$ cat src/rtl/decay_trace_scheduler_if.sv
// decay_trace_scheduler_if: event inputs plus trace/strobe/status outputs
// of the decay trace scheduler. The master side drives i_event; the slave
// side (the scheduler) drives everything else.
// Optional feature macro: DECAY_COALESCE_CNT_EN adds o_coalesce_cnt.
interface decay_trace_scheduler_if #(
  parameter int p_channels   = 4,
  parameter int p_ch_width   = 2,
  parameter int p_base_width = 6
`ifdef DECAY_COALESCE_CNT_EN
  , parameter int p_cnt_width = 8
`endif
);
  logic [p_channels-1:0]              i_event;
  logic [p_channels*p_base_width-1:0] o_trace;
  logic                               o_clr_vld;
  logic [p_ch_width-1:0]              o_clr_ch;
  logic                               o_busy;
  logic                               o_overrun;
`ifdef DECAY_COALESCE_CNT_EN
  logic [p_cnt_width-1:0]             o_coalesce_cnt;
`endif

  modport master (
    output i_event,
    input  o_trace, o_clr_vld, o_clr_ch, o_busy, o_overrun
`ifdef DECAY_COALESCE_CNT_EN
    , input o_coalesce_cnt
`endif
  );

  modport slave (
    input  i_event,
    output o_trace, o_clr_vld, o_clr_ch, o_busy, o_overrun
`ifdef DECAY_COALESCE_CNT_EN
    , output o_coalesce_cnt
`endif
  );
endinterface

$ cat src/rtl/decay_trace_scheduler.sv
// decay_trace_scheduler: bank of linearly decaying event traces sharing one
// reload/decrement datapath. Each cycle either a pending event is granted
// (round-robin, trace reloaded to all-ones, clear strobe pulsed) or the decay
// sweep decrements one trace. Sweeps are launched by a free-running prescaler.
// Optional feature macro: DECAY_COALESCE_CNT_EN (saturating count of events
// that hit an already-pending, non-granted channel).
module decay_trace_scheduler #(
  parameter int p_channels   = 4,
  parameter int p_ch_width   = 2,
  parameter int p_base_width = 6,
  parameter int p_decay_div  = 8,
  parameter int p_cnt_width  = 8
) (
  input logic                   i_clk,
  input logic                   i_rst,
  decay_trace_scheduler_if.slave bus
);
  localparam int PRE_W = (p_decay_div > 2) ? $clog2(p_decay_div) : 1;
  localparam logic [p_ch_width-1:0] LAST_CH  = p_ch_width'(p_channels - 1);
  localparam logic [PRE_W-1:0]      PRE_LAST = PRE_W'(p_decay_div - 1);
  localparam logic [0:0] ST_IDLE  = 1'b0;
  localparam logic [0:0] ST_SWEEP = 1'b1;

  // Reject parameter sets the datapath cannot represent.
  if (p_channels < 2 || p_channels > 16 || (1 << p_ch_width) < p_channels ||
      p_decay_div < 2 || p_base_width < 1 || p_cnt_width < 1) begin : g_bad_params
    $error("decay_trace_scheduler: invalid parameter combination");
  end

  logic [p_channels-1:0] pending_q, pending_d;
  logic [p_ch_width-1:0] rr_ptr_q, rr_ptr_d;
  logic [p_ch_width-1:0] sw_ptr_q, sw_ptr_d;
  logic [PRE_W-1:0]      presc_q;
  logic [0:0]            state_q, state_d;
  logic                  clr_vld_q, busy_q, overrun_q;
  logic [p_ch_width-1:0] clr_ch_q;

  logic                  grant_vld;
  logic [p_ch_width-1:0] grant_ch;
  logic [p_channels-1:0] grant_onehot;
  logic [p_ch_width:0]   cand;
  logic                  tick;
  logic                  sweep_dec;

  assign tick = (presc_q == PRE_LAST);

  // Round-robin arbiter: first pending channel at or above rr_ptr, wrapping.
  always_comb begin
    grant_vld = 1'b0;
    grant_ch  = '0;
    cand      = '0;
    for (int i = 0; i < p_channels; i++) begin
      cand = {1'b0, rr_ptr_q} + (p_ch_width+1)'(i);
      if (cand >= (p_ch_width+1)'(p_channels))
        cand = cand - (p_ch_width+1)'(p_channels);
      if (!grant_vld && pending_q[cand[p_ch_width-1:0]]) begin
        grant_vld = 1'b1;
        grant_ch  = cand[p_ch_width-1:0];
      end
    end
    grant_onehot = grant_vld ? (p_channels'(1) << grant_ch) : '0;
    // A new event on the granted channel keeps it pending (set wins).
    pending_d    = (pending_q & ~grant_onehot) | bus.i_event;
    rr_ptr_d     = rr_ptr_q;
    if (grant_vld)
      rr_ptr_d = (grant_ch == LAST_CH) ? '0 : grant_ch + p_ch_width'(1);
  end

  // Sweep sequencer: a grant steals the shared datapath, so the sweep stalls.
  always_comb begin
    state_d   = state_q;
    sw_ptr_d  = sw_ptr_q;
    sweep_dec = 1'b0;
    case (state_q)
      ST_IDLE: begin
        if (tick) begin
          state_d  = ST_SWEEP;
          sw_ptr_d = '0;
        end
      end
      ST_SWEEP: begin
        if (!grant_vld) begin
          sweep_dec = 1'b1;
          if (sw_ptr_q == LAST_CH) begin
            state_d  = ST_IDLE;
            sw_ptr_d = '0;
          end else begin
            sw_ptr_d = sw_ptr_q + p_ch_width'(1);
          end
        end
      end
      default: begin
        state_d  = ST_IDLE;
        sw_ptr_d = '0;
      end
    endcase
  end

  // Control state, prescaler and registered status outputs.
  always_ff @(posedge i_clk) begin
    if (i_rst) begin
      pending_q <= '0;
      rr_ptr_q  <= '0;
      sw_ptr_q  <= '0;
      presc_q   <= '0;
      state_q   <= ST_IDLE;
      clr_vld_q <= 1'b0;
      clr_ch_q  <= '0;
      busy_q    <= 1'b0;
      overrun_q <= 1'b0;
    end else begin
      pending_q <= pending_d;
      rr_ptr_q  <= rr_ptr_d;
      sw_ptr_q  <= sw_ptr_d;
      presc_q   <= tick ? '0 : presc_q + PRE_W'(1);
      state_q   <= state_d;
      clr_vld_q <= grant_vld;
      clr_ch_q  <= grant_vld ? grant_ch : '0;
      // Mirrors the next registered state so o_busy tracks state_q/pending_q.
      busy_q    <= (state_d == ST_SWEEP) | (|pending_d);
      // A tick during an active sweep is dropped and flagged until reset.
      overrun_q <= overrun_q | (tick && (state_q == ST_SWEEP));
    end
  end

  genvar gi;
  for (gi = 0; gi < p_channels; gi++) begin : g_ch
    logic [p_base_width-1:0] trace_q;
    // Grant reloads to all-ones; otherwise the sweep decrements, floored at 0.
    always_ff @(posedge i_clk) begin
      if (i_rst)
        trace_q <= '0;
      else if (grant_vld && grant_ch == p_ch_width'(gi))
        trace_q <= '1;
      else if (sweep_dec && sw_ptr_q == p_ch_width'(gi) && trace_q != '0)
        trace_q <= trace_q - p_base_width'(1);
    end
    assign bus.o_trace[gi*p_base_width +: p_base_width] = trace_q;
  end

  assign bus.o_clr_vld = clr_vld_q;
  assign bus.o_clr_ch  = clr_ch_q;
  assign bus.o_busy    = busy_q;
  assign bus.o_overrun = overrun_q;

`ifdef DECAY_COALESCE_CNT_EN
  localparam int INC_W = $clog2(p_channels + 1);
  logic [INC_W-1:0]       coal_inc;
  logic [p_cnt_width:0]   coal_sum;
  logic [p_cnt_width-1:0] coal_cnt_q;

  // Count re-hits on pending channels that are not being served this cycle.
  always_comb begin
    coal_inc = '0;
    for (int i = 0; i < p_channels; i++)
      coal_inc = coal_inc + INC_W'(bus.i_event[i] & pending_q[i] & ~grant_onehot[i]);
    coal_sum = {1'b0, coal_cnt_q} + (p_cnt_width+1)'(coal_inc);
  end

  // Saturating coalesce counter.
  always_ff @(posedge i_clk) begin
    if (i_rst)
      coal_cnt_q <= '0;
    else if (coal_sum[p_cnt_width])
      coal_cnt_q <= '1;
    else
      coal_cnt_q <= coal_sum[p_cnt_width-1:0];
  end

  assign bus.o_coalesce_cnt = coal_cnt_q;
`endif
endmodule

$ cat src/flat_wrapper.sv
// flat-port wrapper written by rule: the top's interface ports become plain ports
module decay_trace_scheduler_flat 
#(
  parameter int p_channels   = 4,
  parameter int p_ch_width   = 2,
  parameter int p_base_width = 6,
  parameter int p_decay_div  = 8,
  parameter int p_cnt_width  = 8
)
  (i_clk, i_rst, bus_i_event, bus_o_trace, bus_o_clr_vld, bus_o_clr_ch, bus_o_busy, bus_o_overrun);
  decay_trace_scheduler_if #(.p_channels(p_channels), .p_ch_width(p_ch_width), .p_base_width(p_base_width)) bus_i ();
  input logic i_clk;
  input logic i_rst;
  input wire logic [$bits(bus_i.i_event)-1:0] bus_i_event;
  output wire logic [$bits(bus_i.o_trace)-1:0] bus_o_trace;
  output wire logic [$bits(bus_i.o_clr_vld)-1:0] bus_o_clr_vld;
  output wire logic [$bits(bus_i.o_clr_ch)-1:0] bus_o_clr_ch;
  output wire logic [$bits(bus_i.o_busy)-1:0] bus_o_busy;
  output wire logic [$bits(bus_i.o_overrun)-1:0] bus_o_overrun;
  assign bus_i.i_event = bus_i_event;
  assign bus_o_trace = bus_i.o_trace;
  assign bus_o_clr_vld = bus_i.o_clr_vld;
  assign bus_o_clr_ch = bus_i.o_clr_ch;
  assign bus_o_busy = bus_i.o_busy;
  assign bus_o_overrun = bus_i.o_overrun;
  decay_trace_scheduler #(.p_channels(p_channels), .p_ch_width(p_ch_width), .p_base_width(p_base_width), .p_decay_div(p_decay_div), .p_cnt_width(p_cnt_width)) u_core (.i_clk(i_clk), .i_rst(i_rst), .bus(bus_i));
endmodule
$ cat config.mk
export PLATFORM = sky130hd
export DESIGN_NAME = decay_trace_scheduler_flat
export DESIGN_NICKNAME = d
export VERILOG_FILES = /design/src/rtl/decay_trace_scheduler_if.sv /design/src/rtl/decay_trace_scheduler.sv /design/src/flat_wrapper.sv
export SDC_FILE = /design/constraint.sdc
export NUM_CORES = 1
export LEC_CHECK = 0
export ABC_AREA = 1
export CORE_MARGIN = 8
export CORE_UTILIZATION = 41
export DETAILED_ROUTE_END_ITERATION = 10
export MAX_ROUTING_LAYER = met4
export PLACE_DENSITY = 0.66
export SLEW_MARGIN = 20
export SYNTH_ARGS = -nofsm -noshare
export SYNTH_HDL_FRONTEND = slang
export SYNTH_SLANG_ARGS = --single-unit
export TNS_END_PERCENT = 10
$ cat constraint.sdc
create_clock -name i_clk -period 2.43 [get_ports i_clk]
set_input_delay 0.243 -clock i_clk [delete_from_list [all_inputs] [get_ports i_clk]]
set_output_delay 0.243 -clock i_clk [all_outputs]
set_load 0.05 [all_outputs]
==> impl_results.md <==
- Syn nets: 375
- Post-synthesis mux area share: 0%
- CP bufs+invs: 4
- Post-Place Cells: 459
- Synthesized flop and latch total: 41
- Die Span X: 93.6 um
- Total design power: 0.00479 W
- Num ports: 35
- Worst rel slew slack: 66.1%
- Setup ws final: 0.259 ns
- Status: finished clean
- Setup violations, final: 0
- Hold wc startpoint: u_core.presc_q[0]$_SDFF_PP0_
- PostCTS Resize Cnt: 0
- Postcts setup bufs: 0
- Post-Syn Area per Cell: 7.03 um2
- R2R Setup Slk: 0.26 ns
- Largest family of logic cells by synthesized area: simple AND/OR/NAND/NOR gates
- Unrepaired setup endpoints after global routing: yes
- Stages on worst setup path: 18
- Fin cells: 467
- Crit-path max FO: 12
- Maxcap violations: 0
- Clock buffer depth: 2
- Initial DRC Count: 51
- ANT nets after route: 0
- Final hold violations: 0
- Crit path to: u_core.g_ch[3].trace_q[1]$_SDFFE_PP0P_
- Dpl hpwl: 3960 um
- Total global routing overflow: 0
- Vias in the first global route: 2127
- CP most frequent cell: nand2_1
- CTS Hold Buffers Added: 0
- Total clock buffers created by CTS: 5
- H-Tree Depth: 2
- Library cells used by synthesis: 29
- Core area: 0.00585 mm2
- CP max stage cell: dfxtp_4
- Area growth from synthesis to layout: 23.5%
- Setup Skew: 0.00819 ns
- Power share of the combinational group: 69.8%
- CTS tree: built
- Worst Hold Depth: 1
- Via Count: 2252
- CP top delay family: simple AND/OR/NAND/NOR gates
- Antenna violations before repair: 0
- Setup TNS: 0 ns
- Compound-Gate Fraction of Synth Area: 6.70%
- Pre-Repair DR Iteration Count: 4
- Clock root cell: clkbuf_8
- Layout cells sized above 1: 11.0%
- Period utilization: 89.4%
- Vias/cell: 4.82
- CP Capture Type: flip-flop
- Clk sinks: 41
- Peak Freq: 0.461 GHz
- Die Ht: 93.6 um
- Worst EP arrival: 2.35 ns
- Worst r2r src: u_core.rr_ptr_q[0]$_SDFFE_PP0P_
- Initial Util: 42.2%
- # port buffers: 34
- Post-synthesis simple-gate area fraction: 40.2%
- Worst VDD drop: 0.000710 V
- Full die area: 0.00875 mm2
- R2R depth: 18
- Slowest stage delay, CP: 0.38 ns
- Post-Synth XOR/XNOR Area: 2.13%
- Critical Path, Cell by Cell: inv_4, nand2_1, nand2_1, nand2_1, nand2_2, nor2_1, nor2_1, xor2_1, nor2_1, buf_4, ha_1, nand2_1, buf_6, nand2_4, nand2_1, nand2_1, nand2_1, inv_1
- Synth Area in Adders: 9.13%
- Crit. Startpoint: u_core.rr_ptr_q[0]$_SDFFE_PP0P_
- Flop pwr share: 21.0%
- Sw Pwr: 0.00241 W
- Row count: 28
- Per-cell routed wire length: 11.3 um
- Tmin final: 2.17 ns
- Clk pin slew, worst setup/hold paths: 0.08 ns
- Critical Path RT: 2.61 ns
- Worst Tran Pin Value: 0.507 ns
- Largest net degree at the start of global routing: 28
- Final Wtd Congestion: 0.810
- Worst min-delay path category: flip-flop to flip-flop
- CP Launch Type: flip-flop
- Net Sw Frac: 50.3%
- Internal power: 0.00238 W
- DRT Wirelength: 5270 um
- Pre-CTS WS: 0.0924 ns
- Clock power share: 9.3%
- Cells after Synth: 351
- Nets: 416
- Warnings from Yosys: 0
- Residual DRC: 0
- Clock Latency Late Sink: 0.29 ns
- First-pass GRT wire length: 9200 um
- Post-Syn Area: 0.00247 mm2
- All-layer global routing usage: 13.1%
- Leak pwr: 1.36 nW
- Reg2reg end: u_core.g_ch[3].trace_q[1]$_SDFFE_PP0P_
- WS Path Type: flip-flop to flip-flop
- PwrDens: 1570 mW/mm2
- Hold_ws: 0.421 ns
- Sequential share of the synthesized area: 33.3%
- Ant diodes: 0
- Final Slew Violations: 0
## power groups by stage
| stage | clock network (W) | registers [W] | logic (W) |
|---|---|---|---|
| 2_1_floorplan | 0 | 0.00139 | 0.00202 |
| 3_3_place_gp | 0 | 0.00101 | 0.00318 |
| 3_5_place_dp | 0 | 0.00101 | 0.00324 |
| 4_1_cts | 0.000464 | 0.000997 | 0.00325 |
| 5_1_grt | 0.000488 | 0.00103 | 0.00374 |
| 6_report | 0.000444 | 0.00100 | 0.00334 |
## area by class of cell
type	count	area, um2
Fill cell	563	2810
Multi-Input combinational cell	260	1450
Sequential cell	41	826
Timing Repair Buffer	42	430
Inverter	42	160
Tap cell	75	93.8
Clock buffer	7	86.3
## routing by layer
| layer | vias up | GRT usage, % | wire [um] |
|---|---|---|---|
| li1 | 1199 | - | - |
| met1 | 1015 | 15.5 | 2550 |
| met2 | 36 | 20.9 | 2450 |
| met3 | 2 | 2.08 | 216 |
| met4 | 0 | 6.61 | 56 |
| met5 | - | - | 0 |
## worst register-to-register path, cell delays in order, from the launching register on
cell and delay, ns:
dfxtp_4 0.38, inv_4 0.09, nand2_1 0.05, nand2_1 0.10, nand2_1 0.07, nand2_2 0.11
nor2_1 0.06, nor2_1 0.10, xor2_1 0.18, nor2_1 0.08, buf_4 0.14, ha_1 0.19
nand2_1 0.10, buf_6 0.16, nand2_4 0.08, nand2_1 0.06, nand2_1 0.04, nand2_1 0.05
inv_1 0.04
## cells by family (layout without fill, tap and decap cells)
family | count (synthesis) | count (layout)
buffers and inverters | 50 | 91
AND/OR/NAND/NOR | 204 | 204
XOR/XNOR | 6 | 6
flip-flops | 41 | 41
adder cells (fa/ha/maj) | 18 | 18
AO/OA/AOI/OAI | 32 | 32
## state kept, by name (all words and copies together), names as in the netlist, 2 cells and up
signal,cells
u_core.g_ch.trace_q,24
u_core.pending_q,4
u_core.presc_q,3
u_core.bus.o_clr_ch,2
u_core.rr_ptr_q,2
u_core.sw_ptr_q,2
## how the worst min path moves through the flow
stage,to
final,u_core.presc_q[0]$_SDFF_PP0_
after global routing,u_core.presc_q[0]$_SDFF_PP0_
after CTS,u_core.presc_q[0]$_SDFF_PP0_
after detailed placement,u_core.presc_q[0]$_SDFF_PP0_
after global placement,u_core.presc_q[0]$_SDFF_PP0_
after floorplan,u_core.pending_q[1]$_SDFF_PP0_
## synth_stat cells, drive strengths merged
master | instances | share of area (%)
xnor2 | 4 | 1.4
nand4 | 6 | 1.5
buf | 5 | 1.7
xor2 | 2 | 0.71
or2 | 4 | 1.0
nor2 | 30 | 5.5
nand3b | 1 | 0.30
a21oi | 27 | 5.5
clkbuf | 3 | 0.46
and2 | 1 | 0.25
nand2 | 112 | 19
nand3 | 48 | 12
ha | 18 | 9.1
nor3 | 1 | 0.20
o21a | 1 | 0.30
dfxtp | 41 | 33
clkinv | 1 | 0.15
and3 | 1 | 0.25
o211ai | 1 | 0.30
inv | 41 | 6.2
o21ai | 3 | 0.61
## placed cells by master (no fill, tap or decap), types with 6 or more instances in the layout
master,Yosys,routed
nand2_2,4,8
nor2_1,28,28
a21oi_1,27,26
clkbuf_8,0,6
ha_1,18,18
nand2_1,104,100
nand3_1,42,42
nand4_1,6,6
inv_1,39,39
clkdlybuf4s50_1,0,34
dfxtp_1,41,39
## per-stage QoR
stage               instance area (um2)  util, %
finish                             3050     52.1
global route                       3050     52.1
CTS                                3010     51.5
detailed placement                 2930     50.0
global placement                   2930     50.0
floorplan                          2470        -
Power figures use the tool's default switching activity.
